==> config.mk <==
export PLATFORM = sky130hd
export DESIGN_NAME = conv3x3_sequencer
export DESIGN_NICKNAME = d
export VERILOG_FILES = /design/src/rtl/conv_pkg.sv /design/src/rtl/raster_counter.sv /design/src/rtl/conv3x3_sequencer.sv
export SDC_FILE = /design/constraint.sdc
export NUM_CORES = 1
export LEC_CHECK = 0
export BUFFER_PORTS_ARGS = -buffer_cell sky130_fd_sc_hd__clkbuf_2
export CORE_AREA = 5 5 98 100
export CTS_CLUSTER_SIZE = 16
export DETAILED_ROUTE_END_ITERATION = 6
export DIE_AREA = 0 0 103 105
export PLACE_DENSITY = 0.76
export SYNTH_ARGS = -nofsm -noshare
export SYNTH_HDL_FRONTEND = slang
export SYNTH_HIERARCHICAL = 1
export SYNTH_SLANG_ARGS = --single-unit
==> constraint.sdc <==
create_clock -name clk -period 4.5 [get_ports clk]
set_input_delay 1.35 -clock clk [delete_from_list [all_inputs] [get_ports clk]]
set_output_delay 1.35 -clock clk [all_outputs]
set_load 0.05 [all_outputs]
==> src/rtl/conv_pkg.sv <==
// Shared types for the 3x3 convolution sequencer: FSM states, coordinate width
// and the per-read tag carried alongside each pixel.
package conv_pkg;
  localparam int unsigned COORD_W   = 9;
  localparam int unsigned MIN_WIDTH = 3;

  typedef enum logic [1:0] {IDLE, RUN, DRAIN} state_t;

  typedef struct packed {
    logic               v;    // a read was issued
    logic               win;  // that read completes a full in-image window
    logic [COORD_W-1:0] r;    // window centre row
    logic [COORD_W-1:0] c;    // window centre column
  } tag_t;
endpackage

==> src/rtl/raster_counter.sv <==
// Row/column raster counter with a runtime wrap value and a last-position flag.
module raster_counter
  import conv_pkg::*;
(
  input  logic               clk,
  input  logic               rst_n,
  input  logic               clr,
  input  logic               en,
  input  logic [COORD_W-1:0] wrap,
  output logic [COORD_W-1:0] row,
  output logic [COORD_W-1:0] col,
  output logic               last_c
);

  assign last_c = (row == wrap) && (col == wrap);

  always_ff @(posedge clk or negedge rst_n) begin
    if (!rst_n) begin
      row <= '0;
      col <= '0;
    end else if (clr) begin
      row <= '0;
      col <= '0;
    end else if (en) begin
      if (col == wrap) begin
        col <= '0;
        row <= (row == wrap) ? '0 : row + COORD_W'(1);
      end else begin
        col <= col + COORD_W'(1);
      end
    end
  end

endmodule

==> src/rtl/conv3x3_sequencer.sv <==
// Streams one square plane from pixel RAM into the 3x3 window collector,
// tags each read with its window centre and cross-checks the collector stall.
module conv3x3_sequencer
  import conv_pkg::*;
#(
  parameter int unsigned IMAGE_WIDTH = 256,
  parameter int unsigned ADDR_W      = 16,
  parameter int unsigned DATA_W      = 8,
  parameter int unsigned COLL_LAT    = 1
) (
  input  logic               clk,
  input  logic               rst_n,
  input  logic               start,
  input  logic [COORD_W-1:0] stage_width,
  input  logic               mac_ready,
  output logic               rd_en,
  output logic [ADDR_W-1:0]  rd_addr,
  input  logic [DATA_W-1:0]  rd_data,
  output logic [DATA_W-1:0]  pixel_out,
  output logic               pixel_valid,
  input  logic               coll_stall,
  output logic [COORD_W-1:0] coll_width,
  output logic               window_valid,
  output logic [COORD_W-1:0] win_row,
  output logic [COORD_W-1:0] win_col,
  output logic               busy,
  output logic               done,
  output logic               sync_err
);

  localparam int unsigned DLY     = 1 + COLL_LAT;
  localparam int unsigned DRAIN_W = $clog2(DLY + 1);

  state_t               state_q, state_d;
  logic [DRAIN_W-1:0]   drain_q, drain_d;
  logic                 busy_d, done_d;
  logic                 start_ok;
  logic [COORD_W-1:0]   wrap, ir, ic;
  logic                 issue_last;
  tag_t                 tag_in;
  tag_t                 pipe_q [DLY];
  logic                 dv;

  assign start_ok = start && (state_q == IDLE) &&
                    (stage_width >= COORD_W'(MIN_WIDTH)) &&
                    (stage_width <= COORD_W'(IMAGE_WIDTH));

  // Read issue follows mac_ready in the same cycle so a drop stops reads at once.
  assign rd_en     = (state_q == RUN) && mac_ready;
  assign wrap      = coll_width - COORD_W'(1);
  assign pixel_out = pixel_valid ? rd_data : '0;

  raster_counter u_issue (
    .clk    (clk),
    .rst_n  (rst_n),
    .clr    (start_ok),
    .en     (rd_en),
    .wrap   (wrap),
    .row    (ir),
    .col    (ic),
    .last_c (issue_last)
  );

  always_comb begin
    state_d = state_q;
    drain_d = drain_q;
    done_d  = 1'b0;
    case (state_q)
      IDLE:  if (start_ok) state_d = RUN;
      RUN: begin
        if (rd_en && issue_last) begin
          state_d = DRAIN;
          drain_d = '0;
        end
      end
      DRAIN: begin
        if (drain_q == DRAIN_W'(DLY - 1)) begin
          state_d = IDLE;
          done_d  = 1'b1;
        end else begin
          drain_d = drain_q + DRAIN_W'(1);
        end
      end
      default: state_d = IDLE;
    endcase
    busy_d = (state_d != IDLE);
  end

  always_ff @(posedge clk or negedge rst_n) begin
    if (!rst_n) begin
      state_q     <= IDLE;
      drain_q     <= '0;
      busy        <= 1'b0;
      done        <= 1'b0;
      coll_width  <= '0;
      rd_addr     <= '0;
      pixel_valid <= 1'b0;
    end else begin
      state_q     <= state_d;
      drain_q     <= drain_d;
      busy        <= busy_d;
      done        <= done_d;
      pixel_valid <= rd_en;
      if (start_ok) coll_width <= stage_width;
      // Incrementing address replaces row*width+col.
      if (start_ok) begin
        rd_addr <= '0;
      end else if (rd_en) begin
        rd_addr <= issue_last ? '0 : rd_addr + ADDR_W'(1);
      end
    end
  end

  always_comb begin
    tag_in     = '0;
    tag_in.v   = rd_en;
    tag_in.win = rd_en && (ir >= COORD_W'(2)) && (ic >= COORD_W'(2));
    tag_in.r   = ir - COORD_W'(1);
    tag_in.c   = ic - COORD_W'(1);
  end

  // Tag delay line matches the RAM read plus collector latency.
  always_ff @(posedge clk or negedge rst_n) begin
    if (!rst_n) begin
      for (int i = 0; i < int'(DLY); i++) pipe_q[i] <= '0;
    end else begin
      pipe_q[0] <= tag_in;
      for (int i = 1; i < int'(DLY); i++) pipe_q[i] <= pipe_q[i-1];
    end
  end

  assign dv           = pipe_q[DLY-1].v;
  assign window_valid = pipe_q[DLY-1].win;
  assign win_row      = pipe_q[DLY-1].r;
  assign win_col      = pipe_q[DLY-1].c;

  always_ff @(posedge clk or negedge rst_n) begin
    if (!rst_n) begin
      sync_err <= 1'b0;
    end else if (start_ok) begin
      sync_err <= 1'b0;
    end else if (dv && (window_valid == coll_stall)) begin
      sync_err <= 1'b1;
    end
  end

endmodule

==> impl_metrics.json <==
{
  "status": "finished, final reports clean",
  "synthSimpleGateAreaFrac_pct": 18.5,
  "tightest_slew_ns": 0.850,
  "synthAdderAreaFrac_pct": 3.49,
  "vias_per_cell": 5.67,
  "cp_max_fo": 14,
  "netlist_area_um2": 4660,
  "top_usage_layer": "met2",
  "dieWidth_um": 103,
  "grt_overflow": 0,
  "port_buffers": 78,
  "drt_iter0_drc": 245,
  "use_met3_pct": 3.06,
  "die_area_um2": 10800,
  "clk_path_buf_depth": 2,
  "period_needed_ns": 3.60,
  "synth_top_family_by_area": "simple AND/OR/NAND/NOR gates",
  "ys_types": 64,
  "muxShareOfSynthArea_pct": 2.36,
  "vdd_drop_max_mv": 0.476,
  "cap_violations": 0,
  "crit_path_end_kind": "flip-flop",
  "crit_path_start": "coll_width[4]",
  "clk_latency_ns": 0.36,
  "async_reset_ff_share_pct": 100,
  "leakagePower_nw": 2.42,
  "arrival_ns": 3.88,
  "post_synth.cell_area_avg_um2": 10.6,
  "path_clk_slew_ns": 0.10,
  "path_class": "flip-flop to flip-flop",
  "yosys.area.top_type": "dfrtp_1",
  "synth_compound_area_share_pct": 12.0,
  "final_antenna_net_count": 0,
  "final_util_pct": 61.5,
  "antenna_cells": 0,
  "ios": 79,
  "antenna_found_initial": 0,
  "finalSetupViolCount": 0,
  "hp-class": "flip-flop to flip-flop",
  "synth_xor_area_share_pct": 8.79,
  "use_met2_pct": 29.1,
  "dp_hpwl_um": 6850,
  "use_met1_pct": 25.5,
  "finalWeightedCongestion": 0.868,
  "dr.pass1.iters": 6,
  "nets": 540,
  "fin_crit_sh_pct": 79.9,
  "r2r_end": "rd_addr[11]",
  "reg2reg_from": "coll_width[4]",
  "yosysWarnings": 6,
  "core_um2": 8590,
  "vias": 3502,
  "power_density_nw_per_um2": 613,
  "syn2layout_area_growth_pct": 13.4,
  "grt_max_degree": 59,
  "htreeDepth": 3,
  "synth_top_area_share_pct": 48.4,
  "fin_setup_tns_ns": 0,
  "drt_wl_total_um": 9690,
  "routedWlPerCell_um": 15.7,
  "fmax_ghz": 0.278,
  "rows": 34,
  "slew_headroom_pct": 42.6,
  "grt_pass1_vias": 3380,
  "start_util_pct": 54.2,
  "syn-num-nets": 476,
  "track_usage_pct": 18.5,
  "cts_tree": "done",
  "synthFlopType": "dfrtp_1",
  "rrSetupSlack_ns": 0.90,
  "clock_skew_ns": 0.0101,
  "cts_root_buf": "clkbuf_8",
  "layout-drive-gt1-share_pct": 23.9,
  "holdBufCountCts": 0,
  "post_cts_buffers": 0,
  "cts.sinks": 90,
  "drc_errors": 0,
  "cts-resized-gates": 0,
  "maxSlewViolCount": 0,
  "r2r_cells": 11,
  "cp-start-kind": "flip-flop",
  "synthCells": 441,
  "synth_area_leaders": "dfrtp_1 (48%), xor2_1 (6.4%), ha_1 (3.5%), buf_4 (3.2%), nor2_1 (2.6%)",
  "synth_edf_count": 0,
  "seq_area_frac_synth_pct": 48.4,
  "ys_seq_elements": 90,
  "grt_first_pass_wirelength_um": 16100,
  "hold_viol_final": 0,
  "cts_buffers": 9,
  "rsz0062_at_grt": "false",
  "crit_end": "rd_addr[11]",
  "fp.dieH_um": 105,
  "cp.required_ns": 4.79
}
==> flip-flops by register name, summed over array words and instances (netlist names), 2 cells and up <==
signal and cells:
coll_width 9, drain_q 2, pipe_q 20, rd_addr 16, state_q 2, u_issue/col 9
u_issue/row 9, win_col 9, win_row 9
==> stage by stage <==
stage          setup WS, ns  instances  total power, mW  hold slack, ns  instance area, um2
5_1_grt               0.654        618             3.41           0.359                5280
4_1_cts               0.907        618             3.26           0.347                5280
3_3_place_gp           1.04        602             2.48           0.332                5010
6_report              0.903        618             3.24           0.350                5280
2_1_floorplan          1.05        441             2.27           0.331                4660
3_5_place_dp          0.934        602             2.52           0.335                5010
==> Yosys cell counts (4+ instances only) <==
cell,instances
o21ai_0,15
xnor2_1,9
mux2_1,8
nand3_1,11
dfrtp_1,90
nor2_1,32
buf_4,20
nand4_1,8
a21oi_1,22
a22oi_1,6
nand2_1,29
ha_1,13
inv_1,22
and2_1,11
or4_1,7
nor3_1,11
nor4_1,4
xor2_1,34
or3_1,9
a31oi_1,6
==> critical path, cell delays in order (launching register included) <==
cell and delay [ns]:
dfrtp_1 0.43, or4_1 0.59, nor4_1 0.25, xor2_1 0.36, xor2_1 0.18, nor3_1 0.08, nand3_2 0.15, nor2_1 0.07
buf_4 0.18, nand3b_1 0.44, or4_4 0.64, a31oi_2 0.16
==> report_power, final <==
part / internal (mW) / switching, mW
registers: 1.01 / 0.188
logic: 0.372 / 0.939
clock network: 0.431 / 0.301
total: 1.81 / 1.43
==> metal layers <==
layer  wire, um  share of wire [%]
met3        517                5.3
met1       4240                 44
met4        147                1.5
met5          0                  0
met2       4780                 49
==> layout by cell type, fill, tap and decap left out, drive strengths merged, types with 9 or more instances in the layout <==
cell	n
dfrtp	90
clkbuf	86
xor2	36
nor2	32
nand2	30
inv	24
a21oi	22
o21ai	15
nand3	14
ha	13
and2	12
nor3	11
or3	9
xnor2	9
==> worst min path at each step <==
stage	startpoint	endpoint	slack (ns)	depth (start not counted)
5_1_grt	pipe_q[30]	win_row[1]	0.36	0
3_3_place_gp	pipe_q[24]	win_col[4]	0.33	0
2_1_floorplan	pipe_q[20]	win_col[0]	0.33	0
4_1_cts	pipe_q[30]	win_row[1]	0.35	0
6_report	pipe_q[30]	win_row[1]	0.35	0
3_5_place_dp	pipe_q[29]	win_row[0]	0.33	0
==> area by class of cell <==
cell class	instances	area [um2]
multi-input cells	299	2110
flip-flops and latches	90	2250
fillers	705	3310
clock inverters	7	148
clock buffers	9	124
repair buffers	83	430
well taps	108	135
inverters	22	82.6
==> logic make-up (layout without fill, tap and decap cells) <==
family	after synthesis	in the layout
xor+xnor	45	45
mux	10	10
buf+inv	52	121
compound gates	79	79
fa+ha+maj	13	13
flops	90	90
simple gates	152	152
Power figures use the tool's default switching activity.
